--- config.mk ---
export PLATFORM = sky130hd
export DESIGN_NAME = seven_seg_scanner
export DESIGN_NICKNAME = d
export VERILOG_FILES = /design/src/rtl/seven_seg_scanner.sv
export SDC_FILE = /design/constraint.sdc
export NUM_CORES = 1
export LEC_CHECK = 0
export BUFFER_PORTS_ARGS = -buffer_cell sky130_fd_sc_hd__buf_2
export CAP_MARGIN = 40
export CORE_ASPECT_RATIO = 0.5
export CORE_MARGIN = 10
export CORE_UTILIZATION = 45
export DETAILED_ROUTE_END_ITERATION = 7
export HOLD_SLACK_MARGIN = 0.03
export PLACE_DENSITY = 0.67
export SYNTH_ARGS = -nofsm -noshare
export SYNTH_HDL_FRONTEND = slang
export SYNTH_SLANG_ARGS = --single-unit
export TNS_END_PERCENT = 5
--- constraint.sdc ---
create_clock -name clk_i -period 1.6 [get_ports clk_i]
set_input_delay 0.08 -clock clk_i [delete_from_list [all_inputs] [get_ports clk_i]]
set_output_delay 0.08 -clock clk_i [all_outputs]
set_load 0.05 [all_outputs]
--- src/rtl/seven_seg_scanner.sv ---
//------------------------------------------------------------------------------
// Module     : seven_seg_scanner
// Description: Four-digit time-multiplexed seven-segment driver with
//              active-low anodes/segments. Optional blanking at the start of
//              every slot is enabled by defining SSD_GHOST_GUARD_EN.
// Revision   : 1.0
//------------------------------------------------------------------------------
`default_nettype none

module seven_seg_scanner #(
  parameter int REFRESH_DIV  = 100000,
  parameter int BLANK_CYCLES = 2000
) (
  input  logic       clk_i,
  input  logic       rst_i,
  input  logic       digit0_en_i,
  input  logic [3:0] digit0_i,
  input  logic       digit1_en_i,
  input  logic [3:0] digit1_i,
  input  logic       digit2_en_i,
  input  logic [3:0] digit2_i,
  input  logic       digit3_en_i,
  input  logic [3:0] digit3_i,
  output logic [3:0] anode_o,
  output logic [6:0] segments_o
);

  localparam int c_DIV_W = (REFRESH_DIV > 2) ? $clog2(REFRESH_DIV) : 1;
  localparam logic [c_DIV_W-1:0] c_DIV_LAST = c_DIV_W'(REFRESH_DIV - 1);

  // Parameter legality is enforced at elaboration so a bad build never synthesizes.
  if (REFRESH_DIV < 2 || BLANK_CYCLES < 0 || BLANK_CYCLES >= REFRESH_DIV) begin : g_bad_cfg
    $error("seven_seg_scanner: illegal REFRESH_DIV/BLANK_CYCLES");
  end

  logic [c_DIV_W-1:0] r_div;
  logic [1:0]         r_idx;
  logic               r_slot_en;
  logic [3:0]         r_slot_val;

  logic               w_tc;
  logic [1:0]         w_next_idx;
  logic               w_next_en;
  logic [3:0]         w_next_val;
  logic               w_guard;
  logic               w_lit;
  logic [6:0]         w_seg;

  assign w_tc       = (r_div == c_DIV_LAST);
  assign w_next_idx = r_idx + 2'd1;

  always_comb begin
    w_next_en  = 1'b0;
    w_next_val = 4'h0;
    case (w_next_idx)
      2'd0: begin w_next_en = digit0_en_i; w_next_val = digit0_i; end
      2'd1: begin w_next_en = digit1_en_i; w_next_val = digit1_i; end
      2'd2: begin w_next_en = digit2_en_i; w_next_val = digit2_i; end
      default: begin w_next_en = digit3_en_i; w_next_val = digit3_i; end
    endcase
  end

  // Divider, scan index and slot snapshot all move together on terminal count.
  always_ff @(posedge clk_i or posedge rst_i) begin
    if (rst_i) begin
      r_div      <= '0;
      r_idx      <= 2'd0;
      r_slot_en  <= 1'b0;
      r_slot_val <= 4'h0;
    end else if (w_tc) begin
      r_div      <= '0;
      r_idx      <= w_next_idx;
      r_slot_en  <= w_next_en;
      r_slot_val <= w_next_val;
    end else begin
      r_div      <= r_div + c_DIV_W'(1);
    end
  end

`ifdef SSD_GHOST_GUARD_EN
  localparam logic [c_DIV_W-1:0] c_BLANK = c_DIV_W'(BLANK_CYCLES);
  assign w_guard = (r_div < c_BLANK);
`else
  assign w_guard = 1'b0;
`endif

  assign w_lit = r_slot_en && !w_guard;

  always_comb begin
    w_seg = 7'h7F;
    case (r_slot_val)
      4'h0: w_seg = 7'h40;
      4'h1: w_seg = 7'h79;
      4'h2: w_seg = 7'h24;
      4'h3: w_seg = 7'h30;
      4'h4: w_seg = 7'h19;
      4'h5: w_seg = 7'h12;
      4'h6: w_seg = 7'h02;
      4'h7: w_seg = 7'h78;
      4'h8: w_seg = 7'h00;
      4'h9: w_seg = 7'h10;
      4'hA: w_seg = 7'h08;
      4'hB: w_seg = 7'h03;
      4'hC: w_seg = 7'h46;
      4'hD: w_seg = 7'h21;
      4'hE: w_seg = 7'h06;
      default: w_seg = 7'h0E;
    endcase
  end

  always_ff @(posedge clk_i or posedge rst_i) begin
    if (rst_i) begin
      anode_o    <= 4'hF;
      segments_o <= 7'h7F;
    end else if (w_lit) begin
      anode_o    <= ~(4'b0001 << r_idx);
      segments_o <= w_seg;
    end else begin
      anode_o    <= 4'hF;
      segments_o <= 7'h7F;
    end
  end

endmodule

`default_nettype wire

Word level (Yosys, flattened, before mapping)
Memory sizes are Yosys's and may differ from the RTL's.
Cells that the tools add are included.
{ "totals": {"output_inout_bits": 11, "memories": 1, "romBits": 112, "register_bits": 35} }
{ "memory_table": {"columns": ["name", "words", "width", "read_ports", "rd_clocked_by_memory_dff", "write_ports", "line_no", "text"], "rows": [
  ["(no name shown)", 16, 7, 1, 0, 0, "91", "case (r_slot_val)"]
]} }
{ "classes": {"n_addsub": 2, "n_mux": 5, "reduce_logical": 1, "eq_ne": 3, "bitwise_logic": 1, "shift": 1} }
{ "op_table": {"columns": ["op", "n"], "rows": [
  ["$add 17x1->17 const B", 1],
  ["$eq 17x17->1 const B", 1],
  ["$mux 17", 1],
  ["$pmux 4 s3", 1],
  ["$mux 7", 1],
  ["$mux 4", 1],
  ["$not 4->4", 1],
  ["$shl 1x2->4 const A", 1],
  ["$pmux 1 s3", 1],
  ["$add 2x1->2 const B", 1],
  ["$eq 2x1->1 const B", 1],
  ["$eq 2x2->1 const B", 1],
  ["$logic_not 2->1", 1]
]} }

Depth between registers and ports, before layout
Gate-level depths: netlist of the first run.
{ "depth": {"depth_word": 3, "ltp_mapped": 7} }

Least setup slack after synthesis of the first run
No wires, ideal clock.
{ "synth_path": {"kind": "register to register", "from": "register r_div[0]", "to": "register r_div[16]", "synth_period_minus_slack_ns": 1.580, "stages_incl_launch_ff": 7, "setup_slack_ns": 0.020, "required_ns": 1.527, "t_arrival_ns": 1.507, "setup_ns": 0.073, "cell_sequence": "dfrtp_1 -> ha_1 -> and4_1 -> buf_4 -> nand2_4 -> or4_4 -> a21oi_2"} }
{ "synth_via": {"elab_chain_len": 2} }
{ "synth_rtl": {"columns": ["element", "line_no", "text"], "rows": [
  ["from (decl)", "36", "logic [c_DIV_W-1:0] r_div;"],
  ["from (signal assigned)", "76", "r_div <= r_div + c_DIV_W'(1);"],
  ["$add 17x1->17 or $eq 17x17->1 (tied branches)", "76, 49", null],
  ["$mux 17 (*)", "70", "end else if (w_tc) begin"]
]} }
Every way passes the cells marked *; elsewhere a longest branch is shown, timed or not.
A chain may end at the register's enable or synchronous reset.

Worst setup path after layout of the first run
{ "layout_path": {"from": "register r_div[1]", "to": "register r_div[16]"} }
Same word-level chain as after synthesis.

==> impl_metrics.csv, run 1 <==
group,metric,value,unit
status,outcome,"complete, no violations",
detailed_routing,ant_nets,0,
global_routing,track_usage,11.1,%
setup_path,critPathKind,"flip-flop to flip-flop",
setup_path,rr_worst_depth,5,
pwr,pwr-share-seq,54.3,%
logic_synthesis,yosysTopAreaCellShare,33.1,%
placement,portBuffers,32,
global_routing,grt_use_met3,3.45,%
finish,postLayoutCoreUtil,58.0,%
floorplan,ios,33,
pwr,p_int,1.31,mW
logic_synthesis,syn_nets,209,
timing,finalHoldViolations,0,
finish,area_delta_synth_final,24.7,%
finish,multiInputGateArea,872,µm²
logic_synthesis,synth_async_sr_flop_share,100,%
finish,fin_nets,260,
finish,fin_cells,280,
timing,finalSetupTns,0,ns
floorplan,row_count,16,
logic_synthesis,synth-edff-count,0,
global_routing,grt_overflow,0,
timing,slew_headroom,71.5,%
logic_synthesis,synthTopCellsByArea,"dfrtp_1 33%, dfstp_2 16%, ha_1 9.0%, xor2_1 4.8%, nand2_1 3.5%",
pwr,sw_frac_of_total,19.8,%
pwr,ir_drop,0.326,mV
pwr,switchingPower,0.324,mW
global_routing,grt.busiest_layer,"met2",
finish,regArea,890,µm²
pwr,finalPower,1.63,mW
floorplan,die_w,110,µm
finish,drive_gt1_share,33.6,%
setup_path,slowest_stage,"or4_4",
pwr,combPwrFrac,3.5,%
clock_network,clk_pin_slew,0.06,ns
logic_synthesis,synth-seq-area-share,49.0,%
timing,period_minus_slack,1.54,ns
pwr,clkPwrFrac,42.2,%
timing,period_share,96.0,%
pwr,power_density,720,nW/µm²
global_routing,grt_antenna_before_repair,0,
clock_network,htreeDepth,2,
clock_network,insertion_delay,0.29,ns
timing,max_clock_freq,651,MHz
setup_path,max_stage_delay,0.48,ns
logic_synthesis,netlist_instances,174,
global_routing,grt_pass1_wl,6380,µm
timing,tightest_slew,0.427,ns
setup_path,worstPathCellList,"ha_1 -> and4_4 -> nand2_4 -> or4_4 -> a21oi_2",
detailed_routing,wl_per_cell,12.9,µm
global_routing,grt_max_degree,36,
logic_synthesis,synth.distinct_cells,35,
timing,skew,0.00355,ns
min_path,min_path_cells,3,
logic_synthesis,yosysTopAreaCell,"dfrtp_1",
setup_path,cp-start-kind,"flip-flop",
timing,timing.hold.ws,0.0849,ns
timing,setup-violations-final,0,
logic_synthesis,synth_ff_type,"dfrtp_1",
min_path,hp-class,"input pin to flip-flop",
timing,slew_violations,0,
finish,antennaDiodeCount,0,
clock_network,cts_tree,"done",
floorplan,die_y,64.9,µm
clock_network,root_buffer,"clkbuf_8",
clock_network,cts_post_setup_buffers_inserted,0,
detailed_routing,num_vias,1432,
logic_synthesis,netlist_area,1820,µm²
clock_network,clock_sinks,35,
placement,dp_cells,271,
global_routing,grt_use_met1,12.3,%
detailed_routing,viasPerCell,5.11,
placement,place_hpwl,2820,µm
setup_path,worstPathRequired,1.82,ns
logic_synthesis,yosysWarningCount,0,
setup_path,arrival,1.75,ns
floorplan,core,3900,µm²
floorplan,die_area,7130,µm²
finish,fill_cells,324,
placement,gp_congestion,0.807,
detailed_routing,wirelength,3600,µm
setup_path,end_kind,"flip-flop",
run,cap_violations,0,
detailed_routing,first_pass_iters,4,
detailed_routing,drtIter0Drc,56,
setup_path,worstPathMaxFanout,5,
logic_synthesis,ys_ff_latch,35,
global_routing,grt_use_met2,19.4,%
detailed_routing,drc,0,
logic_synthesis,syn_avg_cell_area,10.4,µm²
floorplan,start_util,46.5,%
pwr,power.leakage,1.14,nW
clock_network,cts_made_buffers,5,
clock_network,cts_buffer_depth,2,
global_routing,grt_pass1_vias,1475,
-- Yosys cell counts, types with 2 or more instances --
cell / number
xor2_1: 10
o211ai_1: 4
dfstp_2: 11
and4_1: 4
xnor2_1: 4
ha_1: 13
dfrtp_1: 24
inv_1: 8
nor2_1: 16
nand3_1: 11
a222oi_1: 5
o21ai_0: 10
nor4bb_1: 2
clkbuf_1: 3
a21oi_1: 6
mux2i_1: 3
nand2_1: 17
buf_4: 2
nand4_1: 5
-- critical path: cells and delay by family (launching register included) --
kind | cells | cell delay (ns)
and+or+nand+nor | 3 | 0.81
DFF | 1 | 0.36
adders and majority gates | 1 | 0.17
AOI/OAI and AO/OA | 1 | 0.14
-- layout by cell type, fill, tap and decap left out, types with 2 or more instances in the layout --
master and n:
buf_4 18, buf_2 32, mux2i_1 3, and4_1 3, clkbuf_8 7, a21oi_1 6
o211ai_1 4, a222oi_1 5, nand4_1 5, dfstp_2 11, xor2_1 10, dfrtp_1 24
and4_4 2, ha_1 12, xnor2_1 4, nor2_1 16, inv_1 8, nand2_1 17
o21ai_0 10, nand3_1 11
-- through the flow --
stage | setup slack, ns | area (µm²)
5_1_grt | -0.000335 | 2260
3_5_place_dp | -0.00195 | 2140
4_1_cts | 0.0266 | 2250
2_1_floorplan | 0.0196 | 1820
3_3_place_gp | 0.0443 | 2140
6_report | 0.0647 | 2260
-- state kept, by name (all words and copies together) (netlist names) --
register	count
r_div	17
segments_o	7
anode_o	4
r_slot_val	4
r_idx	2
r_slot_en	1
-- path summary, 6_finish.rpt --
check                            startpoint       endpoint  slack [ns]
worst max-delay path               r_div[1]      r_div[16]        0.06
worst min-delay path            digit3_i[0]  r_slot_val[0]        0.08
worst max register to register     r_div[1]      r_div[16]        0.06
worst min register to register    r_div[11]      r_div[11]        0.52
max in group asynchronous             rst_i  segments_o[0]        0.83
min in group asynchronous             rst_i       r_div[8]        0.43
-- metal layers --
| layer | share of wire, % | routed length (µm) | vias up |
|---|---|---|---|
| li1 | - | - | 722 |
| met1 | 43 | 1560 | 680 |
| met2 | 49 | 1780 | 23 |
| met3 | 5.5 | 197 | 7 |
| met4 | 1.9 | 69 | 0 |
| met5 | 0 | 0 | - |
-- kinds of logic after synthesis --
group | Yosys count | share of synthesized area (%)
mux | 4 | 2.27
buf+inv | 15 | 3.58
simple gates | 63 | 18.3
flops | 35 | 49.0
fa+ha+maj | 13 | 8.96
compound gates | 30 | 11.2
xor+xnor | 14 | 6.75
-- what timing repair did --
action / CTS / global route
hold buffers: 1 / 0
resized for setup: 1 / 3
endpoints found under the hold margin: 24 / 0
setup endpoints to repair: 2 / 9
-- power groups by stage --
stage	Clock, mW	Sequential, mW	Combinational [mW]
2_1_floorplan	0	0.902	0.0241
3_3_place_gp	0	0.902	0.0551
3_5_place_dp	0	0.902	0.0563
4_1_cts	0.711	0.886	0.0581
5_1_grt	0.755	0.885	0.0661
6_report	0.688	0.886	0.0567
-- area by class of cell --
class,count,share of cell area [%]
clock buffer,8,4.42
inverter,8,1.33
multi-input combinational,124,38.5
sequential,35,39.3
tap,54,2.98
timing repair buffer,51,13.5
(Power assumes the default switching activity.)
==> run 2: changes to the inputs <==
- ABC_AREA: not set -> 1
- PLACE_DENSITY: 0.67 -> 0.66
==> run 2 against run 1 <==
Net effect: fmax increased by 4.4%; die area increased by 10%; sequential share of layout area decreased by 2.7 points.
==> impl_metrics.csv, run 2 <==
group,metric,value,unit
global_routing,grt_pass1_wl,7570,µm
floorplan,die_w,116,µm
logic_synthesis,synth_ff_type,"dfrtp_1",
setup_path,slowest_stage,"dfrtp_1",
clock_network,insertion_delay,0.28,ns
finish,fin_nets,344,
clock_network,cts_post_setup_buffers_inserted,0,
setup_path,worstPathCellList,"ha_1 -> nand2_1 -> nor2_2 -> nand3_4 -> inv_1 -> nor2_1",
timing,max_clock_freq,680,MHz
pwr,power_density,776,nW/µm²
setup_path,cp-start-kind,"flip-flop",
logic_synthesis,syn_avg_cell_area,7.63,µm²
logic_synthesis,yosysTopAreaCellShare,29.1,%
clock_network,cts_tree,"done",
finish,area_delta_synth_final,17.9,%
timing,slew_violations,0,
logic_synthesis,synth_async_sr_flop_share,100,%
logic_synthesis,yosysTopAreaCell,"dfrtp_1",
global_routing,track_usage,11.8,%
status,outcome,"complete, no violations",
logic_synthesis,netlist_area,2060,µm²
finish,fill_cells,418,
global_routing,grt_max_degree,36,
timing,slew_headroom,71.0,%
timing,finalSetupTns,0,ns
setup_path,worstPathMaxFanout,12,
setup_path,max_stage_delay,0.40,ns
detailed_routing,drc,0,
pwr,ir_drop,0.357,mV
clock_network,clock_sinks,35,
global_routing,grt_pass1_vias,1656,
detailed_routing,num_vias,1764,
finish,top_regs,"r_div: 17 flops, segments_o: 7 flops",
timing,grt_setup_unrepaired,"false",
pwr,power.leakage,1.33,nW
detailed_routing,wl_per_cell,12.0,µm
floorplan,start_util,46.8,%
global_routing,grt_antenna_before_repair,0,
clock_network,htreeDepth,2,
finish,largest_reg_flops,17,
min_path,hp-class,"input pin to flip-flop",
logic_synthesis,synthTopCellsByCount,"94 x nand2_1, 36 x inv_1, 29 x nand3_1, 24 x dfrtp_1, 24 x nor2_1",
logic_synthesis,yosysWarningCount,0,
pwr,finalPower,1.88,mW
logic_synthesis,syn_nets,305,
clock_network,clk_pin_slew,0.07,ns
floorplan,die_y,67.9,µm
detailed_routing,first_pass_iters,4,
clock_network,root_buffer,"clkbuf_8",
run,cap_violations,0,
finish,top_register,"r_div",
placement,place_hpwl,3370,µm
setup_path,arrival,1.64,ns
timing,setup-violations-final,0,
clock_network,cts_made_buffers,5,
finish,final_cell_mix,"94 x nand2_1, 36 x inv_1, 32 x buf_2",
floorplan,ios,33,
setup_path,critPathTopFamily,"simple AND/OR/NAND/NOR gates",
placement,portBuffers,32,
detailed_routing,viasPerCell,4.81,
timing,period_minus_slack,1.47,ns
detailed_routing,wirelength,4410,µm
timing,period_share,91.9,%
setup_path,end_kind,"flip-flop",
logic_synthesis,yosysMostFrequentCell,"nand2_1",
logic_synthesis,ys_ff_latch,35,
detailed_routing,ant_nets,0,
clock_network,cts_buffer_depth,2,
logic_synthesis,netlist_instances,270,
setup_path,timing.critical_path.buf_inv,1,
floorplan,die_area,7850,µm²
timing,tightest_slew,0.435,ns
setup_path,critPathKind,"flip-flop to flip-flop",
setup_path,worstPathRequired,1.77,ns
detailed_routing,drtIter0Drc,76,
floorplan,core,4400,µm²
logic_synthesis,synthTopCellsByArea,"dfrtp_1 29%, nand2_1 17%, dfstp_2 14%, ha_1 7.9%, nand3_1 7.0%",
placement,gp_congestion,0.857,
floorplan,row_count,17,
logic_synthesis,synth.distinct_cells,25,
logic_synthesis,synth-edff-count,0,
finish,final_common_cell,"nand2_1",
global_routing,grt_overflow,0,
finish,drive_gt1_share,20.0,%
finish,antennaDiodeCount,0,
timing,skew,0.00599,ns
timing,finalHoldViolations,0,
logic_synthesis,synth-seq-area-share,43.2,%
==> run 2: per-stage QoR <==
stage | setup slack, ns | utilization [%] | cells | instance area [µm²] | hold slack [ns]
6_report | 0.129 | 55.2 | 367 | 2430 | 0.123
5_1_grt | 0.0140 | 55.2 | 367 | 2430 | 0.133
4_1_cts | 0.129 | 55.2 | 367 | 2430 | 0.113
3_5_place_dp | 0.158 | 51.9 | 358 | 2290 | 0.202
3_3_place_gp | 0.218 | 51.9 | 358 | 2290 | 0.196
2_1_floorplan | 0.353 | - | 270 | 2060 | 0.226
==> run 2: cell families (layout without fill, tap and decap cells) <==
logic type	Yosys count	in the layout	share of synthesized area, %
AO/OA/AOI/OAI	13	13	3.95
XOR/XNOR	7	7	2.98
adder cells (fa/ha/maj)	13	13	7.89
buffers and inverters	42	82	8.07
flip-flops	35	35	43.2
AND/OR/NAND/NOR	160	160	33.9
==> run 2: layout make-up <==
cell class	instances	area (µm²)	share of cell area [%]
inverter	39	146	6.02
sequential	35	890	36.6
clock buffer	6	72.6	2.99
multi-input combinational	193	1000	41.3
timing repair buffer	35	185	7.62
clock inverter	2	60.1	2.47
tap	57	71.3	2.94
==> run 2: path summary, 6_finish.rpt <==
kind                                  start            end  slack, ns  cells past startpoint
worst min register to register     r_div[0]       r_div[0]       0.51                      1
min in group asynchronous             rst_i  r_slot_val[1]       0.43                      4
max in group asynchronous             rst_i  segments_o[6]       0.83                      4
worst max register to register     r_div[0]       r_div[1]       0.13                      6
worst min-delay path            digit3_i[2]  r_slot_val[2]       0.12                      5
worst max-delay path               r_div[0]       r_div[1]       0.13                      6
==> run 2: report_power, final <==
group	internal [mW]	switching [mW]	leakage (nW)
logic	0.0262	0.0306	0.850
registers	0.886	0	0.409
clock network	0.623	0.319	0.0654
total	1.53	0.350	1.33
==> run 2: worst register-to-register path, delay by kind of cell (launching register included) <==
kind / cells / cell delay (ns)
fa+ha+maj: 1 / 0.25
buf+inv: 1 / 0.20
flops: 1 / 0.40
simple gates: 4 / 0.52
==> run 2: per-layer routing <==
metal | wire length, µm | part of all wire [%] | up-vias | track usage [%]
li1 | - | - | 914 | -
met1 | 1950 | 44 | 816 | 13.8
met2 | 2230 | 50 | 30 | 22.0
met3 | 205 | 4.6 | 4 | 2.71
met4 | 30 | 0.68 | 0 | 2.79
met5 | 0 | 0 | - | 0
==> run 2: timing repair <==
| item | 4_1_cts | 5_1_grt |
|---|---|---|
| endpoints found under the hold margin | 24 | 0 |
| hold buffers | 1 | 0 |
| resized for setup | 0 | 0 |
